--- config.mk ---
export PLATFORM = sky130hd
export DESIGN_NAME = dds_amp_ramp
export DESIGN_NICKNAME = d
export VERILOG_FILES = /design/src/rtl/dds_ramp_pkg.sv /design/src/rtl/dds_ramp_prescaler.sv /design/src/rtl/dds_amp_ramp.sv
export SDC_FILE = /design/constraint.sdc
export NUM_CORES = 1
export LEC_CHECK = 0
export ABC_AREA = 0
export CORE_ASPECT_RATIO = 1.4
export CORE_UTILIZATION = 28
export CTS_CLUSTER_SIZE = 10
export DETAILED_ROUTE_END_ITERATION = 12
export GPL_TIMING_DRIVEN = 0
export SLEW_MARGIN = 20
export SYNTH_ARGS = -nofsm -noshare
export SYNTH_HDL_FRONTEND = slang
export SYNTH_SLANG_ARGS = --single-unit
--- constraint.sdc ---
create_clock -name CLK100MHZ -period 6.6 [get_ports CLK100MHZ]
set_input_delay 0.66 -clock CLK100MHZ [delete_from_list [all_inputs] [get_ports CLK100MHZ]]
set_output_delay 0.66 -clock CLK100MHZ [all_outputs]
set_load 0.1 [all_outputs]
--- src/rtl/dds_ramp_pkg.sv ---
// Shared state encoding and default widths for the DDS amplitude ramp block.
package dds_ramp_pkg;

    localparam int DEF_AMP_WIDTH      = 14;
    localparam int DEF_INTERVAL_WIDTH = 16;

    typedef enum logic [1:0] {
        IDLE      = 2'd0,
        RAMP_UP   = 2'd1,
        RAMP_DOWN = 2'd2
    } ramp_state_t;

endpackage

--- src/rtl/dds_ramp_prescaler.sv ---
// Loadable down-counter that paces amplitude steps; a reload value of 0 behaves as 1.
module dds_ramp_prescaler #(
    parameter int WIDTH = 16
) (
    input  logic             CLK100MHZ,
    input  logic             reset,
    input  logic             load,
    input  logic             enable,
    input  logic [WIDTH-1:0] reload_val,
    output logic             expire
);

    logic [WIDTH-1:0] count;
    logic [WIDTH-1:0] reload_eff;

    // Period N is realised as a count of N-1 down to 0.
    assign reload_eff = (reload_val == '0) ? '0 : reload_val - WIDTH'(1);

    // A load in the same cycle as terminal count suppresses the expiry.
    assign expire = enable && !load && (count == '0);

    always_ff @(posedge CLK100MHZ) begin
        if (reset) begin
            count <= '0;
        end else if (load) begin
            count <= reload_eff;
        end else if (enable) begin
            if (count == '0) begin
                count <= reload_eff;
            end else begin
                count <= count - WIDTH'(1);
            end
        end
    end

endmodule

--- src/rtl/dds_amp_ramp.sv ---
// Slews the DDS amplitude linearly toward the controller's target.
// Optional bypass input is compiled in with DDS_AMP_RAMP_BYPASS_EN.
//
// state     | meaning
// IDLE      | amp_out holds, waiting for a target change
// RAMP_UP   | stepping amp_out upward toward target_q
// RAMP_DOWN | stepping amp_out downward toward target_q
module dds_amp_ramp
    import dds_ramp_pkg::*;
#(
    parameter int AMP_WIDTH      = DEF_AMP_WIDTH,
    parameter int INTERVAL_WIDTH = DEF_INTERVAL_WIDTH
) (
    input  logic                      CLK100MHZ,
    input  logic                      reset,
    input  logic [AMP_WIDTH-1:0]      target_amp,
    input  logic [AMP_WIDTH-1:0]      step_size,
    input  logic [INTERVAL_WIDTH-1:0] step_interval,
`ifdef DDS_AMP_RAMP_BYPASS_EN
    input  logic                      ramp_bypass,
`endif
    output logic [AMP_WIDTH-1:0]      amp_out,
    output logic                      ramp_busy,
    output logic                      ramp_done
);

    ramp_state_t          state;
    logic [AMP_WIDTH-1:0] target_q;
    logic                 bypass;
    logic                 retarget;
    logic                 step_expire;

    logic [AMP_WIDTH:0]   amp_ext;
    logic [AMP_WIDTH:0]   step_ext;
    logic [AMP_WIDTH:0]   tgt_ext;
    logic [AMP_WIDTH:0]   sum_up;
    logic [AMP_WIDTH:0]   diff_dn;
    logic                 reach_up;
    logic                 reach_dn;
    logic                 step_reached;
    logic [AMP_WIDTH-1:0] step_next;

`ifdef DDS_AMP_RAMP_BYPASS_EN
    assign bypass = ramp_bypass;
`else
    assign bypass = 1'b0;
`endif

    assign retarget = !bypass && (target_amp != target_q);

    // One extra bit so overshoot past full scale or below zero is visible before clamping.
    assign amp_ext  = {1'b0, amp_out};
    assign step_ext = {1'b0, step_size};
    assign tgt_ext  = {1'b0, target_q};
    assign sum_up   = amp_ext + step_ext;
    assign diff_dn  = amp_ext - step_ext;

    assign reach_up     = (step_size == '0) || (sum_up >= tgt_ext);
    assign reach_dn     = (step_size == '0) || diff_dn[AMP_WIDTH] || (diff_dn <= tgt_ext);
    assign step_reached = (state == RAMP_UP) ? reach_up : reach_dn;
    assign step_next    = (state == RAMP_UP) ? sum_up[AMP_WIDTH-1:0] : diff_dn[AMP_WIDTH-1:0];

    dds_ramp_prescaler #(
        .WIDTH(INTERVAL_WIDTH)
    ) u_prescaler (
        .CLK100MHZ (CLK100MHZ),
        .reset     (reset),
        .load      (retarget),
        .enable    (state != IDLE),
        .reload_val(step_interval),
        .expire    (step_expire)
    );

    always_ff @(posedge CLK100MHZ) begin
        if (reset) begin
            state     <= IDLE;
            target_q  <= '0;
            amp_out   <= '0;
            ramp_busy <= 1'b0;
            ramp_done <= 1'b0;
        end else begin
            ramp_done <= 1'b0;
            if (bypass) begin
                // Tracking target_q here leaves no retarget pending when bypass drops.
                target_q  <= target_amp;
                amp_out   <= target_amp;
                state     <= IDLE;
                ramp_busy <= 1'b0;
            end else if (retarget) begin
                target_q <= target_amp;
                if ((step_size == '0) || (amp_out == target_amp)) begin
                    amp_out   <= target_amp;
                    ramp_done <= 1'b1;
                    ramp_busy <= 1'b0;
                    state     <= IDLE;
                end else if (target_amp > amp_out) begin
                    state     <= RAMP_UP;
                    ramp_busy <= 1'b1;
                end else begin
                    state     <= RAMP_DOWN;
                    ramp_busy <= 1'b1;
                end
            end else begin
                case (state)
                    RAMP_UP, RAMP_DOWN: begin
                        if (step_expire) begin
                            if (step_reached) begin
                                amp_out   <= target_q;
                                ramp_done <= 1'b1;
                                ramp_busy <= 1'b0;
                                state     <= IDLE;
                            end else begin
                                amp_out <= step_next;
                            end
                        end
                    end
                    default: begin
                        ramp_busy <= 1'b0;
                    end
                endcase
            end
        end
    end

endmodule

==> summary.md <==
| Metric | Value |
|---|---|
| 1st-iter DRT viols | `280` |
| Final Core Density | `34.0%` |
| Yosys warnings | `0` |
| Seq cells post-synth | `48` |
| Layout Nets | `886` |
| Global route overflow | `0` |
| CTS Sinks | `48` |
| Critical path cell sequence | `clkdlybuf4s50_1 > ha_1 > inv_1 > fa_1 > nor2_1 > o311a_1 > a211oi_2 > a211oi_1 > o21ai_0 > nand2b_1 > xnor2_1 > ha_1 > a21o_1 > a2111oi_2 > o211ai_1 > a211o_1 > a21o_1 > nand2_1 > a311oi_1 > o31a_1` |
| DRT Wirelength | `16.4 mm` |
| Worst-path fanout max | `8` |
| Synth Area in Compound Gates | `25.6%` |
| Final Hold Vio Count | `0` |
| DRC viols | `0` |
| Synth Flop Type | `dfxtp_1` |
| Setup TNS | `0 ns` |
| Syn Nets | `818` |
| Row count | `60` |
| Worst Skew | `0.0111 ns` |
| Slew Viols, Final | `0` |
| Cell total after placement | `1,004` |
| Syn Area/Cell | `7.83 µm²` |
| RD Place Congestion | `0.908` |
| Max_cap viols | `0` |
| Synth Instances | `695` |
| Vias per cell | `5.19` |
| Crit end category | `register` |
| Setup WS pre-CTS | `1.01 ns` |
| Synth top area share | `17.7%` |
| Count of flip-flops with a built-in enable after synthesis | `0` |
| RSZ-0062 raised after global routing | `false` |
| Crit-path leading delay family | `compound AO/OA/AOI/OAI gates` |
| Total number of vias | `5,248` |
| Largest net degree at the start of global routing | `16` |
| Yosys top cell by area | `dfxtp_1` |
| CTS H-Tree Depth | `2` |
| Crit path max-delay cell type | `clkdlybuf4s50_1` |
| Num CTS Buffers | `5` |
| Main combinational cell family by area after synthesis | `compound AO/OA/AOI/OAI gates` |
| Adder-Cell Fraction of Synth Area | `18.0%` |
| Slowest stage delay, CP | `0.55 ns` |
| WP buf/inv | `2` |
| CP Launch Type | `input pin` |
| Worst-skew pair later-pin latency | `0.30 ns` |
| Reg clk slew, reported paths | `0.07 ns` |
| Starting Density | `28.4%` |
| Synth top area cells | `dfxtp_1, ha_1, nor2_1, inv_1, xnor2_1` |
| Layout cell share with drive strength beyond 1 | `6.02%` |
| ANT nets after route | `0` |
| Req. time, crit path | `6.78 ns` |
| Post-Syn Area | `5440 µm²` |
| Vias in the first global route | `5,179` |
| Setup repair bufs after CTS | `0` |
| Die ar. | `20,000 µm²` |
| Final worst slack | `1.32 ns` |
| CTS tree | `done` |
| Fin cells | `1,012` |
| Post-synthesis xor/xnor area fraction | `8.05%` |
| Root Driver | `clkbuf_16` |
| Crit Path Class | `input pin to register` |
| Pwr Density | `123 nW/µm²` |
| Total track usage | `16.6%` |
| Min Hold Slack | `0.477 ns` |
| Post-CTS Hold Fix Bufs | `0` |
| Post-route minimum period | `5.28 ns` |
| Core ar. | `19,100 µm²` |
| Peak supply drop | `90.2 µV` |
| DRT Pass-1 Iters | `4` |
| Status | `finished, final reports clean` |
| Num ports | `62` |
| F_max | `189 MHz` |
| Post-synthesis mux area share | `1.10%` |
| Initial antenna violation count | `0` |
| Synth unique cells | `76` |
| Leak pwr | `2.70 nW` |
| Ant diodes | `0` |
| Avg WL per Cell | `16.2 µm` |
| Hpwl dp | `13.8 mm` |
| CTS max path bufs | `2` |
| Max-slew headroom | `34.5%` |
| Ys async rst share | `0%` |
| Area growth syn-to-layout | `19.6%` |
| Slew at the pin with the worst max-slew slack | `0.980 ns` |
| Fin crit share | `80.0%` |
| Die W | `120 µm` |
| Worst hold-check path type | `register to register` |
| Die height | `167 µm` |
| Simple-gate share of the synthesized area | `22.1%` |
| I/O Buffers | `61` |
| Post-synthesis sequential area ratio | `17.7%` |
| Final setup fails | `0` |
| Arrival time worst endpoint | `5.46 ns` |
| First-pass GRT wire length | `26.1 mm` |
| Post-CTS sizing | `0` |
==> placed cells by master (no fill, tap or decap), types with 25 or more instances in the layout <==
cell,count
clkdlybuf4s50_1,61
a21oi_1,39
dfxtp_1,48
ha_1,75
inv_1,66
xnor2_1,25
nor2_1,70
o21ai_0,27
nand2_1,32
xor2_1,25
==> cell families (layout without fill, tap and decap cells) <==
logic type                 after synthesis  in the layout
and+or+nand+nor                        231            231
DFF                                     48             48
muxes                                    6              6
buffers and inverters                   95            164
xor gates and xnor gates                50             50
AOI/OAI and AO/OA                      188            188
adders and majority gates               77             77
==> worst reg2reg max path, cell delays in order, from the launching register on <==
cell	delay, ns
dfxtp_1	0.43
ha_1	0.21
inv_1	0.06
fa_1	0.40
nor2_1	0.17
o311a_1	0.24
a211oi_2	0.11
a211oi_1	0.33
o21ai_0	0.13
nand2b_1	0.10
xnor2_1	0.14
ha_1	0.27
a21o_1	0.19
a2111oi_2	0.36
o211ai_1	0.17
a211o_1	0.30
a21o_1	0.27
nand2_1	0.34
a311oi_1	0.16
o31a_1	0.33
==> area by class of cell <==
| class | count | area [µm²] |
|---|---|---|
| well taps | 248 | 310 |
| clock buffers | 6 | 129 |
| fillers | 2067 | 12600 |
| multi-input cells | 552 | 4070 |
| flip-flops and latches | 48 | 961 |
| plain buffers | 27 | 150 |
| clock inverters | 2 | 16.3 |
| repair buffers | 61 | 611 |
| inverters | 68 | 255 |
==> worst paths after layout <==
path	endpoint	slack [ns]	cells after the start	startpoint
max	amp_out[2]	1.32	20	step_size[0]
min	state[0]	0.48	2	state[0]
max reg2reg	amp_out[2]	1.80	19	amp_out[0]
min reg2reg	state[0]	0.48	2	state[0]
==> cell usage after synthesis (6+ instances only) <==
master / n
a21oi_1: 39
a31oi_1: 13
nor3_1: 21
nand2b_1: 10
nand2_1: 32
ha_1: 75
xnor2_1: 25
dfxtp_1: 48
mux2i_1: 6
a21o_1: 19
nand4_1: 11
inv_1: 66
xor2_1: 25
a221oi_1: 7
o21a_1: 12
a211oi_1: 6
buf_2: 6
o21ai_0: 27
o31a_1: 6
nor2b_1: 21
clkbuf_1: 12
nand3_1: 17
nor2_1: 70
nor4_1: 17
==> per-layer routing <==
| metal | part of all wire, % | track usage [%] | up-vias |
|---|---|---|---|
| met5 | 0 | 0 | - |
| met4 | 3.5 | 7.39 | 0 |
| met3 | 3.0 | 1.44 | 32 |
| met2 | 51 | 30.9 | 128 |
| met1 | 42 | 19.0 | 2430 |
| li1 | - | - | 2658 |
==> power by group <==
part | internal [mW] | switching, mW
registers | 0.301 | 0.0131
clock network | 0.141 | 0.116
logic | 0.101 | 0.129
==> state kept, by name (all words and copies together) (netlist names) <==
name,flops
target_q,14
u_prescaler.count,16
amp_out,14
state,2
ramp_busy,1
ramp_done,1
==> metrics by stage <==
| stage | total power, mW | instance area, µm² |
|---|---|---|
| finish | 0.803 | 6510 |
| global route | 0.848 | 6510 |
| CTS | 0.811 | 6510 |
| detailed placement | 0.551 | 6360 |
| global placement | 0.549 | 6360 |
| floorplan | 0.466 | 5440 |
Power figures use the tool's default switching activity.
